--- config.mk ---
export PLATFORM = sky130hd
export DESIGN_NAME = exu_wb_arbiter
export DESIGN_NICKNAME = d
export VERILOG_FILES = /design/src/rtl/exu_pkg.sv /design/src/rtl/wb_fifo.sv /design/src/rtl/exu_wb_arbiter.sv
export SDC_FILE = /design/constraint.sdc
export NUM_CORES = 1
export LEC_CHECK = 0
export CAP_MARGIN = 20
export CORE_MARGIN = 3
export CORE_UTILIZATION = 54
export CTS_CLUSTER_DIAMETER = 100
export DETAILED_ROUTE_END_ITERATION = 10
export PLACE_DENSITY = 0.81
export SYNTH_ARGS = -nofsm -noshare
export SYNTH_HDL_FRONTEND = slang
export SYNTH_SLANG_ARGS = --single-unit
--- constraint.sdc ---
create_clock -name clk -period 4.8 [get_ports clk]
set_clock_uncertainty 0.15 [all_clocks]
set_input_delay 0.96 -clock clk [delete_from_list [all_inputs] [get_ports clk]]
set_output_delay 0.96 -clock clk [all_outputs]
set_load 0.005 [all_outputs]
--- src/rtl/exu_pkg.sv ---
// Shared EXU writeback types: one buffered functional-unit result.
package exu_pkg;
  localparam int XLEN   = 64;
  localparam int REG_AW = 5;

  typedef struct packed {
    logic              wen;
    logic [REG_AW-1:0] addr;
    logic [XLEN-1:0]   data;
  } wb_entry_t;
endpackage

--- src/rtl/wb_fifo.sv ---
// Single-clock FIFO of writeback entries; head is visible combinationally
// from registered state so the arbiter can commit it in the same cycle.
module wb_fifo
  import exu_pkg::*;
#(
  parameter int DEPTH = 2,
  localparam int PW = $clog2(DEPTH) + 1,
  localparam int IW = (DEPTH > 1) ? $clog2(DEPTH) : 1
) (
  input  logic          clk,
  input  logic          rst_n,
  input  logic          push_i,
  input  logic          pop_i,
  input  wb_entry_t     din_i,
  output logic          full_o,
  output logic          empty_o,
  output wb_entry_t     head_o,
  output logic [PW-1:0] count_o
);
  logic [PW-1:0] wr_q, wr_d, rd_q, rd_d;
  logic [IW-1:0] wr_idx, rd_idx;
  logic          push_ok, pop_ok;
  wb_entry_t     mem_q [DEPTH];

  // Pointers carry one extra wrap bit so full and empty are distinguishable.
  if (DEPTH > 1) begin : g_idx
    assign wr_idx = wr_q[IW-1:0];
    assign rd_idx = rd_q[IW-1:0];
  end else begin : g_idx_single
    assign wr_idx = '0;
    assign rd_idx = '0;
  end

  assign count_o = wr_q - rd_q;
  assign full_o  = (count_o == PW'(DEPTH));
  assign empty_o = (wr_q == rd_q);
  assign push_ok = push_i & ~full_o;
  assign pop_ok  = pop_i & ~empty_o;
  assign head_o  = mem_q[rd_idx];

  assign wr_d = wr_q + PW'(push_ok);
  assign rd_d = rd_q + PW'(pop_ok);

  always_ff @(posedge clk or negedge rst_n) begin
    if (!rst_n) begin
      wr_q <= '0;
      rd_q <= '0;
    end else begin
      wr_q <= wr_d;
      rd_q <= rd_d;
    end
  end

  always_ff @(posedge clk) begin
    if (push_ok) begin
      mem_q[wr_idx] <= din_i;
    end
  end
endmodule

--- src/rtl/exu_wb_arbiter.sv ---
// EXU writeback arbiter: per-unit result FIFOs, round-robin selection of one
// head per cycle onto the GPR write port plus a completion pulse.
module exu_wb_arbiter #(
  parameter int NUM_CH = 3,
  parameter int DEPTH  = 2,
  parameter int XLEN   = exu_pkg::XLEN,
  parameter int REG_AW = exu_pkg::REG_AW,
  localparam int CW  = (NUM_CH > 1) ? $clog2(NUM_CH) : 1,
  localparam int PDW = $clog2(NUM_CH * DEPTH + 1),
  localparam int FCW = $clog2(DEPTH) + 1
) (
  input  logic                     clk,
  input  logic                     rst_n,
  input  logic [NUM_CH-1:0]        fu_vld,
  output logic [NUM_CH-1:0]        fu_rdy,
  input  logic [NUM_CH-1:0]        fu_wen,
  input  logic [NUM_CH*REG_AW-1:0] fu_addr,
  input  logic [NUM_CH*XLEN-1:0]   fu_data,
  output logic                     gpr_wen,
  output logic [REG_AW-1:0]        gpr_waddr,
  output logic [XLEN-1:0]          gpr_wdata,
  output logic                     commit_vld,
  output logic [CW-1:0]            commit_ch,
  output logic [PDW-1:0]           pending
);
  import exu_pkg::wb_entry_t;

  logic [NUM_CH-1:0] full, empty, push, pop;
  wb_entry_t         head       [NUM_CH];
  logic [FCW-1:0]    fifo_count [NUM_CH];

  logic          grant_vld;
  logic [CW-1:0] grant_ch;
  logic [CW-1:0] rr_q, rr_d;
  logic [PDW-1:0] pending_q, pending_d;
  wb_entry_t     sel;
  int            c;

  assign fu_rdy = ~full;
  assign push   = fu_vld & ~full;

  for (genvar gi = 0; gi < NUM_CH; gi++) begin : g_ch
    wb_entry_t din;
    assign din.wen  = fu_wen[gi];
    assign din.addr = fu_addr[gi*REG_AW +: REG_AW];
    assign din.data = fu_data[gi*XLEN +: XLEN];
    assign pop[gi]  = grant_vld && (grant_ch == CW'(gi));

    wb_fifo #(.DEPTH(DEPTH)) u_fifo (
      .clk     (clk),
      .rst_n   (rst_n),
      .push_i  (push[gi]),
      .pop_i   (pop[gi]),
      .din_i   (din),
      .full_o  (full[gi]),
      .empty_o (empty[gi]),
      .head_o  (head[gi]),
      .count_o (fifo_count[gi])
    );
  end

  // Scan channels starting at the RR pointer; first non-empty one wins.
  always_comb begin
    grant_vld = 1'b0;
    grant_ch  = '0;
    c         = 0;
    for (int k = 0; k < NUM_CH; k++) begin
      c = int'(rr_q) + k;
      if (c >= NUM_CH) c = c - NUM_CH;
      if (!grant_vld && !empty[c]) begin
        grant_vld = 1'b1;
        grant_ch  = CW'(c);
      end
    end
  end

  always_comb begin
    rr_d = rr_q;
    if (grant_vld) begin
      rr_d = (grant_ch == CW'(NUM_CH - 1)) ? '0 : grant_ch + CW'(1);
    end
  end

  always_comb begin
    pending_d = '0;
    for (int i = 0; i < NUM_CH; i++) begin
      pending_d = pending_d + PDW'(fifo_count[i]) + PDW'(push[i]);
    end
    pending_d = pending_d - PDW'(grant_vld);
  end

  always_ff @(posedge clk or negedge rst_n) begin
    if (!rst_n) begin
      rr_q      <= '0;
      pending_q <= '0;
    end else begin
      rr_q      <= rr_d;
      pending_q <= pending_d;
    end
  end

  // Writes to x0 still complete but never reach the register file.
  assign sel        = head[grant_ch];
  assign gpr_wen    = grant_vld & sel.wen & (|sel.addr);
  assign gpr_waddr  = gpr_wen ? sel.addr : '0;
  assign gpr_wdata  = gpr_wen ? sel.data : '0;
  assign commit_vld = grant_vld;
  assign commit_ch  = grant_vld ? grant_ch : '0;
  assign pending    = pending_q;
endmodule

# ---- Yosys cells after proc, flatten, opt, wreduce, memory -nomap -nowiden
# Memories as Yosys holds them, arrays and structs flattened.
# Cells that the tools add are included.
dict set report totals {
  mem_count 3
  mem_bits_rw 420
  elab_cells 105
  ff_bits 17
}
dict set report classes {
  eq_ne 8
  add_sub_neg 21
  n_lt_le_gt_ge 7
  n_mux 31
  n_bitwise 17
  reduce_logical 10
}
# memory depth width rd rd_clocked_by_memory_dff write_ports line_no
set memory_table {}
lappend memory_table {{g_ch[0].u_fifo.mem_q} 2 70 1 0 1 wb_fifo.sv:23} ;# wb_entry_t mem_q [DEPTH];
lappend memory_table {{g_ch[1].u_fifo.mem_q} 2 70 1 0 1 wb_fifo.sv:23}
lappend memory_table {{g_ch[2].u_fifo.mem_q} 2 70 1 0 1 wb_fifo.sv:23}
# cell n
set op_table {}
lappend op_table {{$bmux W70 S2} 1}
lappend op_table {{$mux W70} 2}
lappend op_table {{$lt A32 B4 Y1 const B} 3}
lappend op_table {{$mux W32} 3}
lappend op_table {{$mux W64} 1}
lappend op_table {{$mux W1} 15}
lappend op_table {{$add A2 B1 Y2} 6}
lappend op_table {{$mux W2} 5}
lappend op_table {{$and A1 B1 Y1} 8}
lappend op_table {{$eq A2 B2 Y1 const B} 4}
lappend op_table {{$sub A3 B2 Y4 const B} 2}
lappend op_table {{$add A3 B1 Y3} 2}
lappend op_table {{$add A3 B2 Y3} 2}
lappend op_table {{$bmux W1 S2} 3}
lappend op_table {{$eq A2 B2 Y1} 3}
lappend op_table {{$ge A3 B2 Y1 const B} 2}
lappend op_table {{$not A1 Y1} 6}
lappend op_table {{$sub A2 B2 Y2} 3}
lappend op_table {{$logic_and A1 B1 Y1} 5}
lappend op_table {{$mux W5} 1}
lappend op_table {{$reduce_or A5 Y1} 1}
lappend op_table {{$add A2 B1 Y3} 1}
lappend op_table {{$add A2 B1 Y3 const B} 1}
lappend op_table {{$add A2 B2 Y3 const B} 1}
lappend op_table {{other kinds (11)} 13}

# ---- Logic depth before layout (Yosys ltp)
# Gate-level depths: netlist of run 1.
dict set report depth {
  depth_word 19
  ltp_mapped 15
  ltp_nobuf 15
}

# ---- Modules after synthesis
# From an unflattened synthesis of run 1, not the netlist that was laid out.
dict set report hier_totals {
  hier_cells 1066
  hier_area_um2 19982.9
}
# mod area_per_inst_um2 n_inst seq_area_each_um2 cells_per_inst
set modules_own_cells {}
lappend modules_own_cells {{wb_fifo at g_ch[0].u_fifo ...} 5627.9 2 4304.1 237}
lappend modules_own_cells {{wb_fifo at g_ch[1].u_fifo} 5316.3 1 4304.1 237}
lappend modules_own_cells {exu_wb_arbiter 3410.8 1 125.1 355}

# ---- Worst setup path before layout of run 1
# Ideal clock, no wire load.
dict set report synth_path {
  path_type {flip-flop to flip-flop}
  startpoint {register g_ch[1].u_fifo.rd_q[0]}
  endpoint {register pending_q[2], in the netlist pending[2]}
  stages_incl_launch_ff 15
  synth_period_minus_slack_ns 3.951
  setup_slack_ns 0.849
  setup_ns 0.125
  arrival_ns 3.676
  path_cell_list {dfrtp_1 -> ha_1 -> nand4_1 -> maj3_1 -> o22ai_1 -> nand2_1 -> ha_1 -> xor2_1 -> ha_1 -> fa_1 -> ha_1 -> inv_1 -> fa_1 -> xnor2_1 -> xnor2_1}
}
dict set report synth_via {
  elab_chain_len 11
  elab_cells_between_ends 27
  cone_classes {add/sub (6); eq/ne (2); mux (12); bitwise (2); reduce/logical (5)}
}
# item line_no
set synth_rtl {}
lappend synth_rtl {{start: declaration} wb_fifo.sv:20} ;# logic [PW-1:0] wr_q, wr_d, rd_q, rd_d;
lappend synth_rtl {{start signal: assignment} wb_fifo.sv:50} ;# rd_q <= rd_d;
lappend synth_rtl {{$eq A2 B2 Y1 *} wb_fifo.sv:36} ;# assign empty_o = (wr_q == rd_q);
lappend synth_rtl {{$bmux W1 S2} exu_wb_arbiter.sv:70} ;# if (!grant_vld && !empty[c]) begin
lappend synth_rtl {{$mux W1 (not written as such) (2 in series)} exu_wb_arbiter.sv:70}
lappend synth_rtl {{$logic_not A1 Y1} exu_wb_arbiter.sv:70}
lappend synth_rtl {{$logic_and A1 B1 Y1} exu_wb_arbiter.sv:70}
lappend synth_rtl {{$mux W1} exu_wb_arbiter.sv:70}
lappend synth_rtl {{$logic_not A1 Y1} exu_wb_arbiter.sv:70}
lappend synth_rtl {{$logic_and A1 B1 Y1} exu_wb_arbiter.sv:70}
lappend synth_rtl {{$mux W1 *} exu_wb_arbiter.sv:70}
lappend synth_rtl {{named net commit_vld} exu_wb_arbiter.sv:22} ;# output logic commit_vld,
lappend synth_rtl {{$sub A3 B1 Y3 *} exu_wb_arbiter.sv:89} ;# pending_d = pending_d - PDW'(grant_vld);
lappend synth_rtl {{named net pending_d[2]} exu_wb_arbiter.sv:35} ;# logic [PDW-1:0] pending_q, pending_d;
lappend synth_rtl {{end signal: assignment} exu_wb_arbiter.sv:98} ;# pending_q <= pending_d;
lappend synth_rtl {{end: declaration} exu_wb_arbiter.sv:35}
# The timed path passes the listed nets; every way through them passes the cells marked *. The select of a mux whose other input is x is not followed.
# A chain may end at the register's enable or synchronous reset.

# ---- Final worst setup path of run 1
dict set report layout_path {
  startpoint {register g_ch[2].u_fifo.rd_q[0]}
  endpoint {output port gpr_wdata[58]}
}
dict set report layout_via {
  elab_chain_len 17
  elab_cells_between_ends 30
  cone_classes {eq/ne (1); mux (19); bitwise (3); reduce/logical (6); memory (1)}
}
# item line_no
set layout_rtl {}
lappend layout_rtl {{start: declaration} wb_fifo.sv:20}
lappend layout_rtl {{start signal: assignment} wb_fifo.sv:50}
lappend layout_rtl {{$eq A2 B2 Y1} wb_fifo.sv:36}
lappend layout_rtl {{$bmux W1 S2} exu_wb_arbiter.sv:70}
lappend layout_rtl {{$mux W1 (not written as such) (2 in series)} exu_wb_arbiter.sv:70}
lappend layout_rtl {{$logic_not A1 Y1} exu_wb_arbiter.sv:70}
lappend layout_rtl {{$logic_and A1 B1 Y1} exu_wb_arbiter.sv:70}
lappend layout_rtl {{$mux W1} exu_wb_arbiter.sv:70}
lappend layout_rtl {{$logic_not A1 Y1} exu_wb_arbiter.sv:70}
lappend layout_rtl {{$logic_and A1 B1 Y1} exu_wb_arbiter.sv:70}
lappend layout_rtl {{$mux W2} exu_wb_arbiter.sv:70}
lappend layout_rtl {{$not A2 Y3 (not written as such)} exu_wb_arbiter.sv:103} ;# assign sel = head[grant_ch];
lappend layout_rtl {{$bmux W70 S2} exu_wb_arbiter.sv:103}
lappend layout_rtl {{$mux W70 (not written as such) (2 in series)} exu_wb_arbiter.sv:103}
lappend layout_rtl {{$reduce_or A5 Y1 or $and A1 B1 Y1 (tied branches)} exu_wb_arbiter.sv:104} ;# assign gpr_wen = grant_vld & sel.wen & (|sel.addr);
lappend layout_rtl {{$and A1 B1 Y1} exu_wb_arbiter.sv:104}
lappend layout_rtl {{$mux W64 *} exu_wb_arbiter.sv:106} ;# assign gpr_wdata = gpr_wen ? sel.data : '0;
lappend layout_rtl {{end: declaration} exu_wb_arbiter.sv:21} ;# output logic [XLEN-1:0] gpr_wdata,
# Mark *: on every way between the ends. The rest lies on a longest branch, timed or not. The select of a mux whose other input is x is not followed.

==> reports/metrics.cfg, run 1 <==
[status]
status=completed

[final_layout]
layout-drive-gt1-share=0.101
num-fill-cells=2129
seq_area_mm2=0.0130
syn_to_final_growth_pct=29.1
post-route-util=0.709
nets=1731
multi_input_comb_area_mm2=0.00472

[global_route]
grt_use_total=0.242
grt_max_degree=110
grt_remaining_overflow=0
antenna_found_initial=11
grt_pass1_vias=11600
grt_pass1_wl_um=66200

[placed_design]
numPortBuffers=293
gp_congestion=0.914
place_hpwl_um=27500

[setup_path]
crit_arrival_ns=3.59
path_class=reg2out
worst_r2r_endpoint=pending[2]
critPathRequiredTime_ns=3.69
critical_path_peak_fanout=8
start_kind=flip-flop
critPathCaptureType=output port
rrSetupSlack_ns=0.28
r2r-start=g_ch[2].u_fifo.rd_q[0]
reg2regPathDepth=15

[synth]
netlist.area_leader.share=0.702
synth-async-reset-ratio=0.0389
yosysMostFrequentCell=edfxtp_1
yosys_warnings=0
yosys_most_used_dff=edfxtp_1
ys_top_cells_by_count=edfxtp_1 (420), mux2i_1 (201), nand2_1 (138)
synth_seq_cells=437
synth.distinct_cells=46
synth_area_leader_cell=edfxtp_1
syn_inst=1178
synth-edff-count=420
syn_area_per_cell_um2=15.3
yosys-top-cells-area=edfxtp_1 (70%), mux2i_1 (11%), nand2_1 (2.9%), dfrtp_1 (2.4%), a31oi_1 (2.3%)
ys_seq_area_frac=0.726
synth_fp_nets=1415
syn_area_mm2=0.0180

[cts]
clk_pin_slew_ns=0.06
cts-root-buf=clkbuf_16
clock_latency_ns=0.52
cts_tree=done
cts_max_level=2
cts.path.max_buffers=3
clock-sinks=437
numCtsBuffers=43

[routing]
drtAntennaViolNets=0
dr.pass1.iters=5
wl_per_cell_um=22.9
totalWireLength_um=45300
drc=0
dr_total_vias=11200
vias_per_cell=5.68
drt_iter0_drc=1092

[timing]
hold_viol=0
tns_ns=0
tightest_slew_ns=0.842
post-route-min-period_ns=4.70
period_share=0.979
fmaxAchievable_ghz=0.213
slew-limit-headroom=0.439
slew_violations=0
finalSetupViolCount=0
rsz0062_at_grt=yes

[worst_hold_path]
hold_end=g_ch[1].u_fifo.rd_q[1]
hold_class=reg2reg
whs_path_depth=1
hold_path.startpoint=g_ch[1].u_fifo.rd_q[1]

[die]
initial_core_util=0.549
die_w_um=188
design.die.area_mm2=0.0355
die_h_um=188
ios=294
rows=66
coreArea_mm2=0.0327

[job]
drv_cap=0

==> routing by layer <==
| layer | vias to the layer above | global-route usage | wire [µm] |
|---|---|---|---|
| met3 | 104 | 0.0558 | 3810 |
| met2 | 518 | 0.409 | 22600 |
| met1 | 5498 | 0.311 | 17500 |
| met5 | - | 0 | 69 |
| met4 | 10 | 0.0859 | 1390 |
| li1 | 5092 | - | - |
==> cell families after synthesis <==
family | count (synthesis) | share of synthesized area
flip-flops | 437 | 0.726
multiplexers | 210 | 0.118
buffers and inverters | 93 | 0.0220
AND/OR/NAND/NOR | 302 | 0.0708
adder cells (fa/ha/maj) | 23 | 0.0171
XOR/XNOR | 18 | 0.00919
AO/OA/AOI/OAI | 95 | 0.0376
==> cells in the final DEF, fill, tap and decap left out, drive strengths merged, types with 3 or more instances in the layout <==
master,count
o22ai,3
clkinv,16
dlygate4sd2,40
diode,6
nand2,138
mux2,9
and2,6
nor2,75
a31oi,67
nand3,3
fa,3
a32oi,3
nor3,67
ha,19
or2,3
dfrtp,17
a21oi,3
clkdlybuf4s50,228
xor2,10
inv,25
clkdlybuf4s15,24
xnor2,8
buf,46
nand4,8
mux2i,201
clkbuf,58
o21bai,3
edfxtp,420
==> layout make-up <==
cell class / instances / share of cell area
antenna: 6 / 0.000647
clock inverter: 22 / 0.00685
sequential: 437 / 0.563
multi-input combinational: 648 / 0.204
timing repair buffer: 341 / 0.149
clock buffer: 56 / 0.0498
tap: 442 / 0.0238
inverter: 23 / 0.00394
==> worst max-delay path by stage <==
| stage | from | to | cells past startpoint |
|---|---|---|---|
| 2_1_floorplan | g_ch[1].u_fifo.rd_q[0] | pending[2] | 14 |
| 3_3_place_gp | rr_q[0] | gpr_wdata[41] | 12 |
| 3_5_place_dp | g_ch[2].u_fifo.wr_q[0] | gpr_wdata[42] | 11 |
| 4_1_cts | rr_q[0] | gpr_wen | 14 |
| 5_1_grt | g_ch[2].u_fifo.rd_q[0] | gpr_wdata[14] | 12 |
| 6_report | g_ch[2].u_fifo.rd_q[0] | gpr_wdata[58] | 13 |
==> stage by stage <==
step	hold WS (ns)	worst slack (ns)	cell area (µm²)	instances
after floorplan	0.312	0.849	18000	1178
after global placement	0.324	0.383	21500	1870
after detailed placement	0.327	0.196	21500	1870
after CTS	0.339	0.00239	22900	1957
after global routing	0.362	-0.0757	23200	1975
final	0.335	0.101	23200	1975
==> worst max-delay path: stages, from the launching register on <==
cell             delay [ns]
dfrtp_4                0.50
ha_4                   0.25
inv_4                  0.08
o211ai_1               0.17
a2111oi_4              0.47
buf_4                  0.20
o211ai_1               0.15
a32oi_2                0.31
o41ai_4                0.13
buf_6                  0.15
buf_12                 0.13
clkbuf_16              0.17
nor2_1                 0.13
clkdlybuf4s15_1        0.22
==> sequential cells by signal, summed over array words and instances, names as in the netlist <==
register           cells
g_ch.u_fifo.rd_q       6
rr_q                   2
pending                3
g_ch.u_fifo.mem_q    420
g_ch.u_fifo.wr_q       6
==> repair_timing <==
item                       4_1_cts  5_1_grt
buffers inserted                 9        8
gates resized for setup         84       36
pin swaps                        7        5
setup endpoints to repair       70       68
cloned                           0        3
hold buffers                     0        0
Power of run 1 is not shown: default switching activity piles up to over one toggle a cycle in this logic, so the estimate is an artifact.
==> run 2: changes to the inputs <==
--- a/config.mk
+++ b/config.mk
@@ -10,6 +10,7 @@
 export CORE_UTILIZATION = 54
 export CTS_CLUSTER_DIAMETER = 100
 export DETAILED_ROUTE_END_ITERATION = 10
+export GPL_TIMING_DRIVEN = 0
 export PLACE_DENSITY = 0.81
 export SYNTH_ARGS = -nofsm -noshare
 export SYNTH_HDL_FRONTEND = slang
==> run 2 against run 1 <==
Effect of this change:
- the run now ends with setup timing left
- sequential share of layout area down 1.5 points
- global-route usage up 1.6 points
- wire length up 5.5%
- clock-buffer cell count unchanged
- largest cell class unchanged
- critical path depth down 1
- sequential cell count unchanged
- final cell count up 3.7%
- non-clock buffer count up 72
- utilization up 1.8 points
- via count up 3.6%
- highest routed layer unchanged
- setup slack worse by 0.11 ns
==> reports/metrics.cfg, run 2 (synthesis gave the netlist of run 1 again) <==
[status]
status=finished, violations left
failed_checks=setup timing

[routing]
drtAntennaViolNets=0  ; unchanged
dr.pass1.iters=5  ; unchanged
vias_per_cell=5.67  ; -0.14%
dr_total_vias=11600  ; +3.6%
totalWireLength_um=47800  ; +5.5%
drc=0  ; unchanged
drt_iter0_drc=897  ; -18%
wl_per_cell_um=23.3  ; +1.7%

[placed_design]
dp_cells=1919  ; +2.6%
numPortBuffers=293  ; unchanged
post_dp_cell_area_mm2=0.0217  ; +0.64%
gp_congestion=0.839  ; -8.3%
place_hpwl_um=30700  ; +12%

[global_route]
grt_pass1_wl_um=69900  ; +5.5%
antenna_found_initial=12  ; +1
grt_max_degree=49  ; -55%
grt_pass1_vias=12200  ; +5.2%
grt_remaining_overflow=0  ; unchanged
grt_use_total=0.259  ; +0.0164

[timing]
holdWs_ns=0.373  ; +0.0386 ns
fmaxAchievable_ghz=0.208  ; -2.4%
post-route-min-period_ns=4.81  ; +0.114 ns
tns_ns=-0.0446  ; -0.0446 ns
slew-limit-headroom=0.439  ; about the same
setup_slack_ns=-0.0123  ; -0.114 ns
finalSetupViolCount=6  ; +6
slew_violations=0  ; unchanged
hold_viol=0  ; unchanged
tightest_slew_ns=0.842  ; -0.000175 ns
rsz0062_at_grt=yes
period_share=1.00  ; +0.0237

[cts]
clock-sinks=437  ; unchanged
cts_tree=done
clock_latency_ns=0.53  ; about the same
cts_max_level=2  ; unchanged
clk_pin_slew_ns=0.06  ; about the same
numCtsBuffers=44  ; +2.3%
holdBufCountCts=0  ; unchanged
cts.path.max_buffers=3  ; unchanged
cts-root-buf=clkbuf_16

[setup_path]
critPathCaptureType=output port
start_kind=flip-flop
path_class=reg2out
critical_path_peak_fanout=8  ; unchanged
critPathRequiredTime_ns=3.69  ; about the same
crit_arrival_ns=3.70  ; +0.11 ns

[worst_hold_path]
hold_class=reg2reg

[final_layout]
syn_to_final_growth_pct=32.4
fin_cells=2049  ; +3.7%
largestRegisters=g_ch.u_fifo.mem_q: 420 flops, g_ch.u_fifo.rd_q: 6 flops, g_ch.u_fifo.wr_q: 6 flops
most-common-layout-cells=edfxtp_1 (420), clkdlybuf4s50_1 (226), mux2i_1 (201), nand2_1 (137)
layout-drive-gt1-share=0.147  ; +0.0466
final_common_cell=edfxtp_1
largest_register_ffs=420  ; unchanged
registers.top_by_ff_count=g_ch.u_fifo.mem_q
num-fill-cells=2041  ; -4.1%
post-route-cell-area_mm2=0.0238  ; +2.6%
nets=1804  ; +4.2%

[job]
drv_cap=0  ; unchanged

[die]
coreArea_mm2=0.0327  ; unchanged
design.die.area_mm2=0.0355  ; unchanged
rows=66  ; unchanged
initial_core_util=0.549  ; unchanged
die_w_um=188  ; unchanged
die_h_um=188  ; unchanged
ios=294  ; unchanged

run 2: cell types whose count changed in the layout (fill, tap and decap cells not counted), sizes merged:
cell           delta
clkbuf           +71
inv               -2
dlygate4sd2      -37
clkdlybuf4s15    +10
clkinv            +7
clkdlybuf4s50     -2
bufinv            -2
buf              +16
dlymetal6s2s     +12
bufbuf            +2
clkinvlp          -1
run 2: area by class of cell:
class	instances	area (µm²)	area share
Clock inverter	24	124	0.00521
Inverter	23	96.3	0.00405
Tap cell	442	553	0.0232
Clock buffer	56	1190	0.0500
Timing Repair Buffer	349	3550	0.149
Antenna cell	6	15.0	0.000631
Buffer	64	403	0.0169
Multi-Input combinational cell	648	4830	0.203
Sequential cell	437	13000	0.548
run 2: metrics by stage:
stage,setup slack [ns],util
after floorplan,0.849,-
after global placement,-0.653,0.656
after detailed placement,-0.669,0.663
after CTS,-0.0516,0.721
after global routing,-0.106,0.728
final,-0.0123,0.728
run 2: path summary, 6_finish.rpt:
kind	slack [ns]	from	end	cells after the start
max	-0.01	g_ch[2].u_fifo.rd_q[0]	gpr_wdata[32]	12
min	0.37	g_ch[1].u_fifo.wr_q[1]	g_ch[1].u_fifo.wr_q[1]	1
max reg2reg	0.23	g_ch[1].u_fifo.wr_q[1]	pending[2]	15
min reg2reg	0.37	g_ch[1].u_fifo.wr_q[1]	g_ch[1].u_fifo.wr_q[1]	1
max in group asynchronous	3.23	rst_n	g_ch[1].u_fifo.rd_q[1]	1
min in group asynchronous	0.76	rst_n	g_ch[1].u_fifo.wr_q[0]	1
run 2: worst max-delay path: stages (launching register included):
cell and delay [ns]:
dfrtp_1 0.42, ha_4 0.32, inv_4 0.05, o211ai_1 0.32, a2111o_1 0.40, nand3_1 0.14
a31o_2 0.31, o41ai_4 0.42, buf_6 0.21, buf_12 0.14, bufbuf_16 0.26, nor2_1 0.05
clkbuf_2 0.12
run 2: timing repair:
| item | 4_1_cts | 5_1_grt |
|---|---|---|
| gates cloned | 4 | 2 |
| resized for setup | 155 | 111 |
| setup buffers | 31 | 16 |
| pin swaps | 14 | 14 |
| setup endpoints to repair | 71 | 67 |
run 2: routing by layer:
layer | up-vias | share of wire | routed length [µm] | global-route usage
met2 | 573 | 0.51 | 24200 | 0.449
met1 | 5683 | 0.38 | 18200 | 0.322
li1 | 5232 | - | - | -
met3 | 128 | 0.077 | 3660 | 0.0545
met4 | 10 | 0.036 | 1720 | 0.0974
met5 | - | 0.0014 | 68 | 0
Power of run 2 is left out for the same reason.
==> run 3: changes to the inputs <==
--- a/config.mk
+++ b/config.mk
@@ -7,11 +7,11 @@
 export LEC_CHECK = 0
 export CAP_MARGIN = 20
 export CORE_MARGIN = 3
-export CORE_UTILIZATION = 54
+export CORE_UTILIZATION = 50
 export CTS_CLUSTER_DIAMETER = 100
 export DETAILED_ROUTE_END_ITERATION = 10
 export GPL_TIMING_DRIVEN = 0
-export PLACE_DENSITY = 0.81
+export PLACE_DENSITY = 0.76
 export SYNTH_ARGS = -nofsm -noshare
 export SYNTH_HDL_FRONTEND = slang
 export SYNTH_SLANG_ARGS = --single-unit
==> constraint.sdc (replaced) <==
create_clock -name clk -period 4.8 [get_ports clk]
set_clock_uncertainty 0.15 [all_clocks]
set_input_delay 0.96 -clock clk [delete_from_list [all_inputs] [get_ports clk]]
set_output_delay 0.96 -clock clk [all_outputs]
set_load 0.01 [all_outputs]
==> run 3 against run 2 <==
Effect of this change:
- design area increased by 0.49%
- register-to-register slack got worse by 0.14 ns
- clock-buffer cell count increased by 3
- the flow still finishes with violations (setup timing)
- wire length decreased by 0.65%
- setup slack got worse by 0.035 ns
- utilization decreased by 4.4 points
- global-route usage decreased by 1.8 points
- sequential share of layout area decreased by 0.26 points
- final cell count increased by 0.78%
- die area increased by 7.7%
==> reports/metrics.cfg, run 3 (synthesis gave the netlist of run 1 again) <==
[final_layout]
final_common_cell=edfxtp_1
most-common-layout-cells=edfxtp_1 (420), clkdlybuf4s50_1 (231), mux2i_1 (201), nand2_1 (137), nor2_1 (69)
layout-drive-gt1-share=0.140  ; -0.00696
largestRegisters=g_ch.u_fifo.mem_q: 420 flops, g_ch.u_fifo.rd_q: 6 flops, g_ch.u_fifo.wr_q: 6 flops
post-route-util=0.684  ; -0.0438
syn_to_final_growth_pct=33.1
registers.top_by_ff_count=g_ch.u_fifo.mem_q
nets=1807  ; +0.17%
largest_register_ffs=420  ; unchanged

[setup_path]
critical_path_peak_fanout=10  ; +2
setup.worst_path.end=gpr_wdata[46]
critPathRequiredTime_ns=3.69  ; about the same
worst_r2r_endpoint=pending[2]
reg2regPathDepth=15  ; unchanged
critPathCaptureType=output port
rrSetupSlack_ns=0.09  ; -0.14 ns
crit_path_start=rr_q[1]
crit_arrival_ns=3.74  ; +0.04 ns
path_class=reg2out
r2r-start=g_ch[1].u_fifo.rd_q[0]
start_kind=flip-flop

[die]
die_h_um=196  ; +3.8%
rows=68  ; +3.0%
die_w_um=196  ; +3.8%
initial_core_util=0.514  ; -0.0356
ios=294  ; unchanged
design.die.area_mm2=0.0382  ; +7.7%
coreArea_mm2=0.0350  ; +6.9%

[routing]
vias_per_cell=5.57  ; -1.9%
drt_iter0_drc=761  ; -15%
drtAntennaViolNets=0  ; unchanged
dr.pass1.iters=7  ; +2
dr_total_vias=11500  ; -1.1%
wl_per_cell_um=23.0  ; -1.4%
drc=0  ; unchanged
totalWireLength_um=47500  ; -0.65%

[timing]
hold_viol=0  ; unchanged
tns_ns=-0.651  ; -0.606 ns
period_share=1.01  ; +0.00737
rsz0062_at_grt=yes
tightest_slew_ns=0.867  ; +0.0253 ns
setup_slack_ns=-0.0477  ; -0.0354 ns
slew_violations=0  ; unchanged
slew-limit-headroom=0.422  ; -0.0169
finalSetupViolCount=28  ; +22
fmaxAchievable_ghz=0.206  ; -0.73%
post-route-min-period_ns=4.85  ; +0.0354 ns
holdWs_ns=0.408  ; +0.0353 ns

[placed_design]
gp_congestion=0.834  ; -0.62%
pre_cts_ws_ns=-0.717  ; -0.0482 ns
place_hpwl_um=31700  ; +3.3%
numPortBuffers=293  ; unchanged

[worst_hold_path]
hold_class=reg2reg

[cts]
cts_max_level=2  ; unchanged
clk_pin_slew_ns=0.06  ; about the same
cts_tree=done
cts.path.max_buffers=3  ; unchanged
numCtsBuffers=45  ; +2.3%
clock-sinks=437  ; unchanged
clock_latency_ns=0.53  ; about the same
cts-root-buf=clkbuf_16
holdBufCountCts=0  ; unchanged

[global_route]
grt_use_total=0.240  ; -0.0184
grt_max_degree=43  ; -12%
grt_remaining_overflow=0  ; unchanged
grt_pass1_vias=12200  ; -0.67%
grt_pass1_wl_um=70100  ; +0.27%
antenna_found_initial=10  ; -2

[status]
failed_checks=setup timing
status=finished, violations left

[job]
drv_cap=0  ; unchanged

run 3: cell count changes in the layout (fill, tap and decap cells not counted), moves of 6 or more:
cell,before,now
clkdlybuf4s15_1,33,22
clkbuf_2,38,28
clkinv_1,11,4
nor2_1,63,69
dlygate4sd2_1,3,27
dlymetal6s2s_1,13,4
run 3: worst min path at each step:
| stage | from | to | slack (ns) | cells past startpoint |
|---|---|---|---|---|
| global placement | g_ch[1].u_fifo.wr_q[1] | g_ch[1].u_fifo.wr_q[1] | 0.33 | 1 |
| CTS | g_ch[1].u_fifo.wr_q[1] | g_ch[1].u_fifo.wr_q[1] | 0.37 | 1 |
| floorplan | g_ch[1].u_fifo.wr_q[1] | g_ch[1].u_fifo.wr_q[1] | 0.31 | 1 |
| global route | g_ch[0].u_fifo.wr_q[1] | g_ch[0].u_fifo.wr_q[1] | 0.42 | 1 |
| detailed placement | g_ch[1].u_fifo.rd_q[1] | g_ch[1].u_fifo.rd_q[1] | 0.33 | 1 |
| finish | g_ch[0].u_fifo.rd_q[1] | g_ch[0].u_fifo.rd_q[1] | 0.41 | 1 |
run 3: through the flow:
stage,area [µm²],cells
global route,23900,2063
CTS,23800,2049
global placement,21500,1926
detailed placement,21700,1932
floorplan,18000,1178
finish,23900,2065
run 3: cell type report:
cell class,instances,area (µm²)
Antenna cell,8,20.0
Multi-Input combinational cell,648,4830
Sequential cell,437,13000
Fill cell,2382,11100
Buffer,69,445
Clock buffer,59,1210
Clock inverter,20,236
Inverter,23,91.3
Timing Repair Buffer,346,3470
Tap cell,455,569
run 3: worst max-delay path: stages (launching register included):
cell and delay, ns:
dfrtp_1 0.43, ha_4 0.31, or2_4 0.25, o2bb2ai_2 0.14
a221oi_4 0.27, buf_6 0.18, nand4_1 0.15, a32oi_2 0.33
o41ai_4 0.16, buf_6 0.18, buf_12 0.13, buf_4 0.13
buf_8 0.13, nor2_1 0.16, clkdlybuf4s15_1 0.27
run 3: repair_timing:
action / 4_1_cts / 5_1_grt
gates cloned: 3 / 0
endpoints found under the hold margin: 0 / 0
pin swaps: 10 / 16
setup buffers: 36 / 8
setup endpoints to repair: 71 / 63
gates resized for setup: 184 / 33
run 3: routing by layer:
| layer | GRT usage | up-vias | wire, µm |
|---|---|---|---|
| li1 | - | 5247 | - |
| met1 | 0.319 | 5654 | 19000 |
| met2 | 0.402 | 510 | 23500 |
| met3 | 0.0490 | 77 | 3850 |
| met4 | 0.0763 | 8 | 1080 |
| met5 | 0 | - | 46 |
Power of run 3 is left out for the same reason.
